`src/rtl/pipe_serializer_pkg.sv`:
```
// pipe_serializer shared types and sizing helpers.
// Optional out_last framing is enabled by defining PIPE_SER_LAST_EN.
package pipe_ser_pkg;

  typedef enum logic {
    IDLE,
    SEND
  } ser_state_t;

  function automatic int beats(
    input int in_w,
    input int out_w
  );
    return in_w / out_w;
  endfunction

  function automatic int cnt_w(input int b);
    return (b <= 1) ? 1 : $clog2(b);
  endfunction

endpackage

```
`src/rtl/pipe_serializer_if.sv`:
```
// Wide PipeOut consumer / narrow PipeIn producer bundle.
// out_last exists only when PIPE_SER_LAST_EN is defined.
interface pipe_ser_if #(
  parameter int IN_WIDTH  = 96,
  parameter int OUT_WIDTH = 32
) ();

  logic [IN_WIDTH-1:0]  in_first;
  logic                 in_first__RDY;
  logic                 in_deq__RDY;
  logic                 in_deq__ENA;
  logic [OUT_WIDTH-1:0] out_enq_v;
  logic                 out_enq__ENA;
  logic                 out_enq__RDY;
`ifdef PIPE_SER_LAST_EN
  logic                 out_last;
`endif

  modport master (
    input  in_first,
    input  in_first__RDY,
    input  in_deq__RDY,
    output in_deq__ENA,
    output out_enq_v,
    output out_enq__ENA,
`ifdef PIPE_SER_LAST_EN
    output out_last,
`endif
    input  out_enq__RDY
  );

  modport slave (
    output in_first,
    output in_first__RDY,
    output in_deq__RDY,
    input  in_deq__ENA,
    input  out_enq_v,
    input  out_enq__ENA,
`ifdef PIPE_SER_LAST_EN
    input  out_last,
`endif
    output out_enq__RDY
  );

endinterface

```
`src/rtl/pipe_serializer.sv`:
```
// Wide-to-narrow serializer, LS beat first, no bubble between words.
// Define PIPE_SER_LAST_EN to drive out_last on the final beat.
module pipe_serializer
  import pipe_ser_pkg::*;
#(
  parameter int IN_WIDTH  = 96,
  parameter int OUT_WIDTH = 32
) (
  input  logic       CLK,
  input  logic       nRST,
  pipe_ser_if.master bus
);

  localparam int BEATS = beats(IN_WIDTH, OUT_WIDTH);
  localparam int CW    = cnt_w(BEATS);

  if ((IN_WIDTH % OUT_WIDTH) != 0) begin : g_bad_width
    $fatal(1, "IN_WIDTH must be a multiple of OUT_WIDTH");
  end

  ser_state_t          state;
  ser_state_t          state_n;
  logic [CW-1:0]       cnt;
  logic [IN_WIDTH-1:0] shreg;
  logic                avail;
  logic                last;
  logic                deq;
  logic                enq;

  assign avail = bus.in_deq__RDY & bus.in_first__RDY;
  assign last  = (cnt == CW'(BEATS - 1));

  // nRST gating keeps strobes low while reset is held
  always_comb begin
    state_n = state;
    deq     = 1'b0;
    enq     = 1'b0;
    unique case (state)
      IDLE: begin
        if (avail) begin
          deq     = nRST;
          state_n = SEND;
        end
      end
      SEND: begin
        enq = nRST & bus.out_enq__RDY;
        if (enq && last) begin
          if (avail) deq = 1'b1;
          else state_n = IDLE;
        end
      end
      default: state_n = IDLE;
    endcase
  end

  always_ff @(posedge CLK or negedge nRST) begin
    if (!nRST) begin
      state <= IDLE;
      cnt   <= '0;
      shreg <= '0;
    end else begin
      state <= state_n;
      if (deq) begin
        shreg <= bus.in_first;
        cnt   <= '0;
      end else if (enq) begin
        shreg <= shreg >> OUT_WIDTH;
        cnt   <= last ? '0 : cnt + CW'(1);
      end
    end
  end

  assign bus.in_deq__ENA  = deq;
  assign bus.out_enq__ENA = enq;
  assign bus.out_enq_v    =
    enq ? shreg[OUT_WIDTH-1:0] : '0;

`ifdef PIPE_SER_LAST_EN
  assign bus.out_last = enq & last;
`endif

endmodule
```
`src/flat_wrapper.sv`:
```
// flat-port wrapper written by rule: the top's interface ports become plain ports
module pipe_serializer_flat import pipe_ser_pkg::*;
#(
  parameter int IN_WIDTH  = 96,
  parameter int OUT_WIDTH = 32
)
  (CLK, nRST, bus_in_first, bus_in_first__RDY, bus_in_deq__RDY, bus_in_deq__ENA, bus_out_enq_v, bus_out_enq__ENA, bus_out_enq__RDY);
  pipe_ser_if #(.IN_WIDTH(IN_WIDTH), .OUT_WIDTH(OUT_WIDTH)) bus_i ();
  input  logic CLK;
  input  logic nRST;
  input wire logic [$bits(bus_i.in_first)-1:0] bus_in_first;
  input wire logic [$bits(bus_i.in_first__RDY)-1:0] bus_in_first__RDY;
  input wire logic [$bits(bus_i.in_deq__RDY)-1:0] bus_in_deq__RDY;
  output wire logic [$bits(bus_i.in_deq__ENA)-1:0] bus_in_deq__ENA;
  output wire logic [$bits(bus_i.out_enq_v)-1:0] bus_out_enq_v;
  output wire logic [$bits(bus_i.out_enq__ENA)-1:0] bus_out_enq__ENA;
  input wire logic [$bits(bus_i.out_enq__RDY)-1:0] bus_out_enq__RDY;
  assign bus_i.in_first = bus_in_first;
  assign bus_i.in_first__RDY = bus_in_first__RDY;
  assign bus_i.in_deq__RDY = bus_in_deq__RDY;
  assign bus_in_deq__ENA = bus_i.in_deq__ENA;
  assign bus_out_enq_v = bus_i.out_enq_v;
  assign bus_out_enq__ENA = bus_i.out_enq__ENA;
  assign bus_i.out_enq__RDY = bus_out_enq__RDY;
  pipe_serializer #(.IN_WIDTH(IN_WIDTH), .OUT_WIDTH(OUT_WIDTH)) u_core (.CLK(CLK), .nRST(nRST), .bus(bus_i));
endmodule
```
`config.mk`:
```
export PLATFORM = sky130hd
export DESIGN_NAME = pipe_serializer_flat
export DESIGN_NICKNAME = d
export VERILOG_FILES = /design/src/rtl/pipe_serializer_pkg.sv /design/src/rtl/pipe_serializer_if.sv /design/src/rtl/pipe_serializer.sv /design/src/flat_wrapper.sv
export SDC_FILE = /design/constraint.sdc
export NUM_CORES = 1
export LEC_CHECK = 0
export CORE_MARGIN = 4
export CORE_UTILIZATION = 54
export CTS_BUF_LIST = sky130_fd_sc_hd__clkbuf_4
export DETAILED_ROUTE_END_ITERATION = 8
export PLACE_DENSITY = 0.95
export SETUP_SLACK_MARGIN = 0.15
export SYNTH_ARGS = -nofsm -noshare
export SYNTH_HDL_FRONTEND = slang
export SYNTH_SLANG_ARGS = --single-unit
```
`constraint.sdc`:
```
create_clock -name CLK -period 2.3 [get_ports CLK]
set_input_delay 0.23 -clock CLK [delete_from_list [all_inputs] [get_ports CLK]]
set_output_delay 0.23 -clock CLK [all_outputs]
set_load 0.01 [all_outputs]
```
==> results of run 1 <==
-- power groups by stage --
stage | Clock [W] | Combinational [W] | Sequential, W
floorplan | 0 | 0.00122 | 0.00248
detailed placement | 0 | 0.00171 | 0.00260
global route | 0.000930 | 0.00190 | 0.00261
CTS | 0.000858 | 0.00177 | 0.00255
finish | 0.000826 | 0.00174 | 0.00255
global placement | 0 | 0.00163 | 0.00256
-- layout make-up --
type	count	area, µm²
Tap cell	111	139
Timing Repair Buffer	149	1600
Clock buffer	11	82.6
Multi-Input combinational cell	237	2300
Fill cell	617	2430
Inverter	34	135
Sequential cell	99	2480
Clock inverter	5	38.8
-- Yosys cell counts, drive strengths merged --
library cell  instances  area, µm²
inv                  34        130
a21o                  1       7.51
dfrtp                99       2480
nor2                  1       3.75
mux2                128       1560
nand4b                1       8.76
nand3b                2       15.0
nand3                 2       22.5
and2                 32        200
buf                  18        151
or3                   1       6.26
a21oi                 2       10.0
a22o                  1       8.76
nand2                34        128
clkbuf                6       22.5
mux2i                32        320
-- worst paths after layout --
path / startpoint / end / cells past startpoint
setup / recovery: u_core.state / bus_out_enq_v[11] / 5
hold / removal: nRST / u_core.shreg[14] / 2
setup reg to reg: u_core.state / u_core.shreg[10] / 6
hold reg to reg: u_core.shreg[68] / u_core.shreg[68] / 2
max in group asynchronous: nRST / u_core.shreg[69] / 3
min in group CLK: nRST / u_core.cnt[0] / 4
-- critical path, delay by kind of cell (launching register included) --
kind                   cells  cell delay, ps
buffers and inverters      3             770
DFF                        1             420
and+or+nand+nor            2             250
-- what timing repair did --
action,in CTS,in global routing
setup endpoints to repair,34,27
hold endpoints to repair,31,0
hold buffers,1,0
gates cloned,1,0
buffers inserted,3,1
resized for setup,9,25
-- through the flow --
stage	hold WS, ps	utilization, %
global placement	269	70.7
CTS	71.8	72.9
detailed placement	263	70.7
global route	116	73.6
finish	50.9	73.6
floorplan	-65.6	-
-- registers in the layout (all words and copies together) (netlist names) --
signal and count:
u_core.shreg 96, u_core.cnt 2, u_core.state 1
-- logic make-up (layout without fill, tap and decap cells) --
family / after synthesis / after routing / synth area share (%)
mux: 160 / 160 / 37.1
flops: 99 / 99 / 48.8
simple gates: 73 / 73 / 7.57
buf+inv: 58 / 199 / 5.99
compound gates: 4 / 4 / 0.518
-- per-layer routing --
layer  wire length [µm]  part of all wire, %
met1               4540                   42
met2               5610                   52
met3                426                  4.0
met4                163                  1.5
met5                  0                    0
==> flow_summary.yaml, run 1 <==
run_status:
  outcome: "completed"
power_and_ir_drop:
  ir_worst_vdd_mv: 0.405
  pwr-share-seq_pct: 49.9
  p_leak_nw: 3.99
  internal_power_w: 0.00369
  p_total_w: 0.00512
  power.switching_w: 0.00143
  p_clk_share_pct: 16.1
  switching_share_pct: 27.9
  power.share.combinational_pct: 34.0
  p_per_area_mw_per_mm2: 756
finish:
  drive_gt1_share_pct: 30.5
  final_cell_mix: "clkdlybuf4s50_1 (102), dfrtp_1 (98), mux2_2 (96)"
  stdcell_count: 646
  finalNetCount: 631
  final_common_cell: "clkdlybuf4s50_1"
  antenna_cells: 0
  areaGrowthSynthToFinish_pct: 33.4
  final_area_mm2: 0.00677
place:
  dpl.cell_count: 624
  portBuffers: 134
  gp_congestion: 0.803
  dp_hpwl_um: 7470
  placed_area_mm2: 0.00650
  pre_cts_ws_ps: 63.0
synthesis:
  synth-seq-cells: 99
  synth_nets: 495
  netlist_area_mm2: 0.00507
  synth_area_per_cell_um2: 12.9
  synth-seq-area-share_pct: 48.8
  synthDistinctLibCells: 21
  yosysWarnings: 0
  syn_inst: 394
sta:
  grt_setup_unrepaired: "false"
  slew_headroom_pct: 42.6
  setup_violations: 0
  worst_slack_ps: 226
  fin_tns_setup_ps: 0
  worstMarginPinSlew_ps: 861
  clock_skew_ps: 16.6
  finalHoldViolCount: 0
  slew_viol_final: 0
  clock.fmax_ghz: 0.482
  finalCritPeriodShare_pct: 90.2
  fin_crit_ps: 2070
clock_network:
  cts_tree: "built"
  htree_num_levels: 3
  clock_latency_ps: 430
  clock_sinks: 99
  ctsRootBufferMaster: "clkbuf_4"
  path_clk_slew_ps: 150
  cts_max_path_buffers: 2
  numCtsBuffers: 9
grt:
  grt_pass1_wl_um: 17300
  antenna_found_initial: 0
  grt_busiest_layer: "met2"
  track_usage_pct: 19.5
  grt_pass1_vias: 3551
  globalRouteMet3Util_pct: 3.15
  grt_util_met2_pct: 34.5
  grt_max_degree: 97
  grt_overflow: 0
  use_met1_pct: 24.5
route:
  wl_per_cell_um: 16.6
  antenna_left: 0
  finalWirelength_um: 10700
  first_pass_iters: 4
  dr_total_vias: 3299
  vias_per_cell: 5.11
  drtIter0Drc: 108
  drc_errors: 0
setup_path:
  critPathSlowestCell: "clkdlybuf4s50_1"
  cp_cell_sequence: "nand3_4 -> inv_8 -> buf_12 -> and2_1 -> clkdlybuf4s50_1"
  crit_fanout: 13
  max_stage_delay_ps: 530
  crit_path_end_kind: "primary output"
  critPathRequiredTime_ps: 2070
  rrSetupSlack_ps: 550
  critPathLaunchType: "flip-flop"
  critPathArrivalTime_ps: 1840
  critPathKind: "reg2out"
job:
  drv_cap: 0
floorplanning:
  die_x_um: 105
  core-area_mm2: 0.00920
  fp.dieH_um: 105
  io_pins: 135
  fp-row-count: 35
  dieArea_mm2: 0.0110
  start_util_pct: 55.2
min_path:
  hp-class: "in2async"
(Power assumes the default switching activity.)
==> run 2, diff against run 1 <==
- CAP_MARGIN: unset -> 20
- CORE_UTILIZATION: 54 -> 60
- DONT_BUFFER_PORTS: unset -> 1
- PLACE_DENSITY: 0.95 -> 0.84
==> run 2 against run 1 <==
Net effect: the flow now finishes with violations (negative hold slack); clock skew about the same; critical path type unchanged; largest cell class unchanged; die area decreased by 9.3%; core utilization increased by 2.4 points.
==> flow_summary.yaml, run 2 (same netlist as run 1, synthesis figures left out) <==
finish:
  fill_cells: 492
  final_common_cell: "dfrtp_1"
  areaGrowthSynthToFinish_pct: 23.1
  drive_gt1_share_pct: 31.2
  finish.utilization_pct: 76.0
  antenna_cells: 0
  reg_top3: "u_core.shreg: 96 flops, u_core.cnt: 2 flops, u_core.state: 1 flops"
  final_cell_mix: "dfrtp_1 (99), dlygate4sd3_1 (98), mux2_2 (96)"
  top_register: "u_core.shreg"
  largest_reg_flops: 96
  finalNetCount: 586
power_and_ir_drop:
  p_per_area_mw_per_mm2: 801
  p_leak_nw: 3.35
  ir_worst_vdd_mv: 0.523
  p_total_w: 0.00500
  internal_power_w: 0.00363
  switching_share_pct: 27.4
  p_clk_share_pct: 18.6
  power.switching_w: 0.00137
  power.share.combinational_pct: 30.2
  pwr-share-seq_pct: 51.2
floorplanning:
  start_util_pct: 61.7
  core-area_mm2: 0.00822
  io_pins: 135
  dieArea_mm2: 0.00999
  fp.dieH_um: 100
  fp-row-count: 33
  die_x_um: 100
grt:
  grt_max_degree: 103
  grt_pass1_vias: 3612
  grt_pass1_wl_um: 17500
  track_usage_pct: 22.2
  grt_overflow: 0
  antenna_found_initial: 0
setup_path:
  critPathLaunchType: "flip-flop"
  crit_buf_inv: 1
  critPathSlowestCell: "a21o_4"
  critPathRequiredTime_ps: 2070
  critPathArrivalTime_ps: 1710
  max_stage_delay_ps: 500
  cp_cell_sequence: "nand3b_1 -> a21o_4 -> inv_1"
  crit_fanout: 39
  critical_path.top_delay_family: "compound AO/OA/AOI/OAI gates"
  crit_path_end_kind: "primary output"
  critPathKind: "reg2out"
sta:
  worst_slack_ps: 359
  fin_crit_ps: 1940
  worstMarginPinSlew_ps: 572
  finalCritPeriodShare_pct: 84.4
  setup_violations: 0
  clock.fmax_ghz: 0.515
  clock_skew_ps: 16.2
  slew_viol_final: 0
  finalHoldViolCount: 99
  fin_tns_setup_ps: 0
  slew_headroom_pct: 61.8
  timing.hold.ws_ps: -532
  grt_setup_unrepaired: "false"
place:
  gp_congestion: 0.714
  portBuffers: 0
  dp_hpwl_um: 6240
  pre_cts_ws_ps: 446
clock_network:
  htree_num_levels: 3
  hold_buffers: 98
  cts_tree: "built"
  clock_latency_ps: 430
  clock_sinks: 99
  postCtsSetupBuffers: 0
  path_clk_slew_ps: 140
  numCtsBuffers: 9
  ctsRootBufferMaster: "clkbuf_4"
  cts_max_path_buffers: 2
route:
  first_pass_iters: 4
  dr_total_vias: 3177
  drtIter0Drc: 69
  drc_errors: 0
  vias_per_cell: 5.34
  wl_per_cell_um: 18.2
  antenna_left: 0
  finalWirelength_um: 10800
run_status:
  violations: "negative hold slack"
  outcome: "finished, violations left"
min_path:
  hp-class: "in2async"
job:
  drv_cap: 0
-- run 2: stage by stage --
| step | std cells | hold WS, ps | area, µm² |
|---|---|---|---|
| 2_1_floorplan | 394 | -65.6 | 5070 |
| 3_3_place_gp | 481 | -63.3 | 5120 |
| 3_5_place_dp | 481 | -63.3 | 5120 |
| 4_1_cts | 595 | -559 | 6240 |
| 5_1_grt | 595 | -592 | 6250 |
| 6_report | 595 | -532 | 6250 |
-- run 2: final timing paths --
kind | start | end | slack, ps | cells after the start
worst max-delay path | u_core.cnt[0] | bus_in_deq__ENA | 360 | 3
worst min-delay path | nRST | u_core.shreg[35] | -530 | 0
worst max register to register | u_core.cnt[0] | u_core.shreg[59] | 470 | 4
worst min register to register | u_core.shreg[85] | u_core.shreg[85] | 530 | 2
max in group asynchronous | nRST | u_core.shreg[10] | 2700 | 0
min in group CLK | bus_in_first__RDY | u_core.cnt[0] | 90 | 3
-- run 2: worst register-to-register path, stage by stage (launching register included) --
cell and delay, ps:
dfrtp_1 420, nand3b_1 140, a21o_4 500, buf_4 330, mux2_2 350
-- run 2: repair_timing --
action | CTS | global route
endpoints found under the setup margin | 0 | 32
hold endpoints to repair | 196 | 99
gates resized for setup | 0 | 1
-- run 2: power groups by stage --
stage / Clock [W] / Sequential (W) / Combinational (W)
2_1_floorplan: 0 / 0.00248 / 0.00122
3_3_place_gp: 0 / 0.00254 / 0.00128
3_5_place_dp: 0 / 0.00258 / 0.00135
4_1_cts: 0.000954 / 0.00254 / 0.00150
5_1_grt: 0.00103 / 0.00262 / 0.00165
6_report: 0.000931 / 0.00256 / 0.00151
-- run 2: routing by layer --
metal  share of wire, %  vias up  track usage [%]  routed length (µm)
met1                 39     1578             25.4                4250
met5                  0        -                0                   0
li1                   -     1503                -                   -
met2                 54       79             41.1                5880
met4                1.6        0             6.30                 169
met3                4.8       17             5.42                 517
-- run 2: final cells by class --
type	instances	area, µm²	area share, %
clock buffer	12	90.1	1.44
clock inverter	4	51.3	0.821
inverter	34	133	2.12
multi-input combinational	237	2300	36.8
sequential	99	2480	39.7
tap	105	131	2.10
timing repair buffer	104	1060	17.0
==> run 3, diff against run 2 <==
- clock period: 2.3 -> 1.9 ns (I/O delays scaled with it)
==> run 3 against run 2 <==
Net effect: the run still ends with negative hold slack left; sequential share of layout area is 0.46 points lower; clock skew is 14 ps higher; total power is 27% higher; wire length is 2.4% higher; highest routed layer unchanged; sequential power is 21% higher; register-to-register slack worse by 190 ps; first-iteration DRC count is 30% higher; largest cell class unchanged; combinational power is 23% higher; via count is 0.35% lower; cell area is 1.2% higher; global-route usage is 0.45 points higher; cell count is 0.34% higher.
==> flow_summary.yaml, run 3 (same netlist as run 1, synthesis figures left out) <==
run_status:
  outcome: "finished, violations left"
  violations: "negative hold slack"
route:
  drc_errors: 0
  finalWirelength_um: 11100
  drtIter0Drc: 90
  antenna_left: 0
  dr_total_vias: 3166
  first_pass_iters: 4
  vias_per_cell: 5.30
  wl_per_cell_um: 18.5
power_and_ir_drop:
  p_total_w: 0.00634
  p_leak_nw: 3.39
  ir_worst_vdd_mv: 0.655
  p_per_area_mw_per_mm2: 1000
place:
  dp_hpwl_um: 6490
  pre_cts_ws_ps: 213
  portBuffers: 0
  gp_congestion: 0.740
floorplanning:
  fp.dieH_um: 100
  fp-row-count: 33
  io_pins: 135
  start_util_pct: 61.7
  die_x_um: 100
  dieArea_mm2: 0.00999
  core-area_mm2: 0.00822
sta:
  slew_viol_final: 0
  finalCritPeriodShare_pct: 88.1
  fin_crit_ps: 1670
  setup_violations: 0
  timing.hold.ws_ps: -570
  slew_headroom_pct: 72.3
  grt_setup_unrepaired: "true"
  finalHoldViolCount: 99
  worst_slack_ps: 226
  worstMarginPinSlew_ps: 415
  fin_tns_setup_ps: 0
  clock_skew_ps: 30.4
  clock.fmax_ghz: 0.597
setup_path:
  critPathSlowestCell: "dfrtp_1"
  critPathArrivalTime_ps: 1480
  critPathLaunchType: "flip-flop"
  r2r_start: "u_core.state"
  rrSetupSlack_ps: 280
  critPathRequiredTime_ps: 1710
  crit_start: "u_core.state"
  reg2reg_to: "u_core.shreg[30]"
  crit_path_end_kind: "primary output"
  cp_cell_sequence: "nand3_4 -> inv_4 -> buf_6 -> and2_1"
  max_stage_delay_ps: 420
  critPathKind: "reg2out"
  crit_fanout: 24
  r2r_cells: 4
  setup.worst_path.end: "bus_out_enq_v[23]"
grt:
  grt_overflow: 0
  grt_pass1_wl_um: 17600
  antenna_found_initial: 0
  grt_max_degree: 103
  grt_pass1_vias: 3548
  track_usage_pct: 22.7
min_path:
  hp-class: "in2async"
finish:
  antenna_cells: 0
  top_register: "u_core.shreg"
  drive_gt1_share_pct: 31.5
  final_common_cell: "dfrtp_1"
  areaGrowthSynthToFinish_pct: 24.6
  reg_top3: "u_core.shreg: 96 flops, u_core.cnt: 2 flops, u_core.state: 1 flops"
  largest_reg_flops: 96
  finalNetCount: 588
  final_cell_mix: "dfrtp_1 (99), dlygate4sd3_1 (98), mux2_2 (96)"
  fill_cells: 483
clock_network:
  hold_buffers: 98
  ctsRootBufferMaster: "clkbuf_4"
  cts_max_path_buffers: 2
  clock_sinks: 99
  htree_num_levels: 3
  path_clk_slew_ps: 170
  numCtsBuffers: 9
  cts_tree: "built"
  clock_latency_ps: 440
job:
  drv_cap: 0
==> run 3: cell count changes in the layout (fill, tap and decap cells not counted) <==
cell        previous run  this run
and2_1                32        31
and2_4                 0         1
buf_12                 3         4
buf_6                  0         1
bufinv_16              1         3
clkbuf_4              12         9
clkinv_1               0         1
clkinv_4               1         2
clkinvlp_4             1         0
inv_4                  0         1
inv_6                  1         0
==> run 3: cell type report <==
cell class | instances | area, µm² | area share, %
clock inverter | 7 | 116 | 1.84
sequential | 99 | 2480 | 39.2
clock buffer | 9 | 67.6 | 1.07
tap | 105 | 131 | 2.08
inverter | 34 | 130 | 2.06
timing repair buffer | 106 | 1090 | 17.3
multi-input combinational | 237 | 2300 | 36.4
==> run 3: worst min-delay path by stage <==
stage                            end  depth (start not counted)  from  slack (ps)
detailed placement  u_core.shreg[36]                          0  nRST        -100
CTS                 u_core.shreg[85]                          0  nRST        -600
floorplan              u_core.cnt[0]                          0  nRST        -110
global route        u_core.shreg[95]                          0  nRST        -620
finish              u_core.shreg[52]                          0  nRST        -570
global placement     u_core.shreg[4]                          0  nRST        -100
==> run 3: per-layer routing <==
layer | global-route usage, % | wire [µm] | vias to the layer above
li1 | - | - | 1505
met1 | 24.7 | 4130 | 1562
met2 | 43.3 | 6220 | 81
met3 | 4.73 | 512 | 18
met4 | 7.77 | 205 | 0
met5 | 0 | 0 | -
==> run 3: critical path, delay by kind of cell, from the launching register on <==
family	cells	cell delay (ps)
flip-flops	1	420
AND/OR/NAND/NOR	2	360
buffers and inverters	2	290
==> run 3: repair_timing <==
action	4_1_cts	5_1_grt
endpoints found under the setup margin	12	3
gates resized for setup	1	1
hold endpoints to repair	196	99
buffers inserted	1	0
==> run 3: where the power goes <==
group | leakage (nW) | total (W) | internal, W | switching (W)
Sequential | 1.35 | 0.00311 | 0.00274 | 0.000370
Combinational | 1.94 | 0.00186 | 0.00122 | 0.000640
Clock | 0.0975 | 0.00136 | 0.000665 | 0.000694
Total | 3.39 | 0.00634 | 0.00463 | 0.00170
==> run 3: through the flow <==
step,cells,utilization [%],hold WS [ps],instance area [µm²]
floorplan,394,-,-106,5070
global placement,482,62.6,-103,5140
detailed placement,482,62.6,-103,5140
CTS,597,76.9,-599,6320
global route,597,76.9,-620,6320
finish,597,76.9,-570,6320
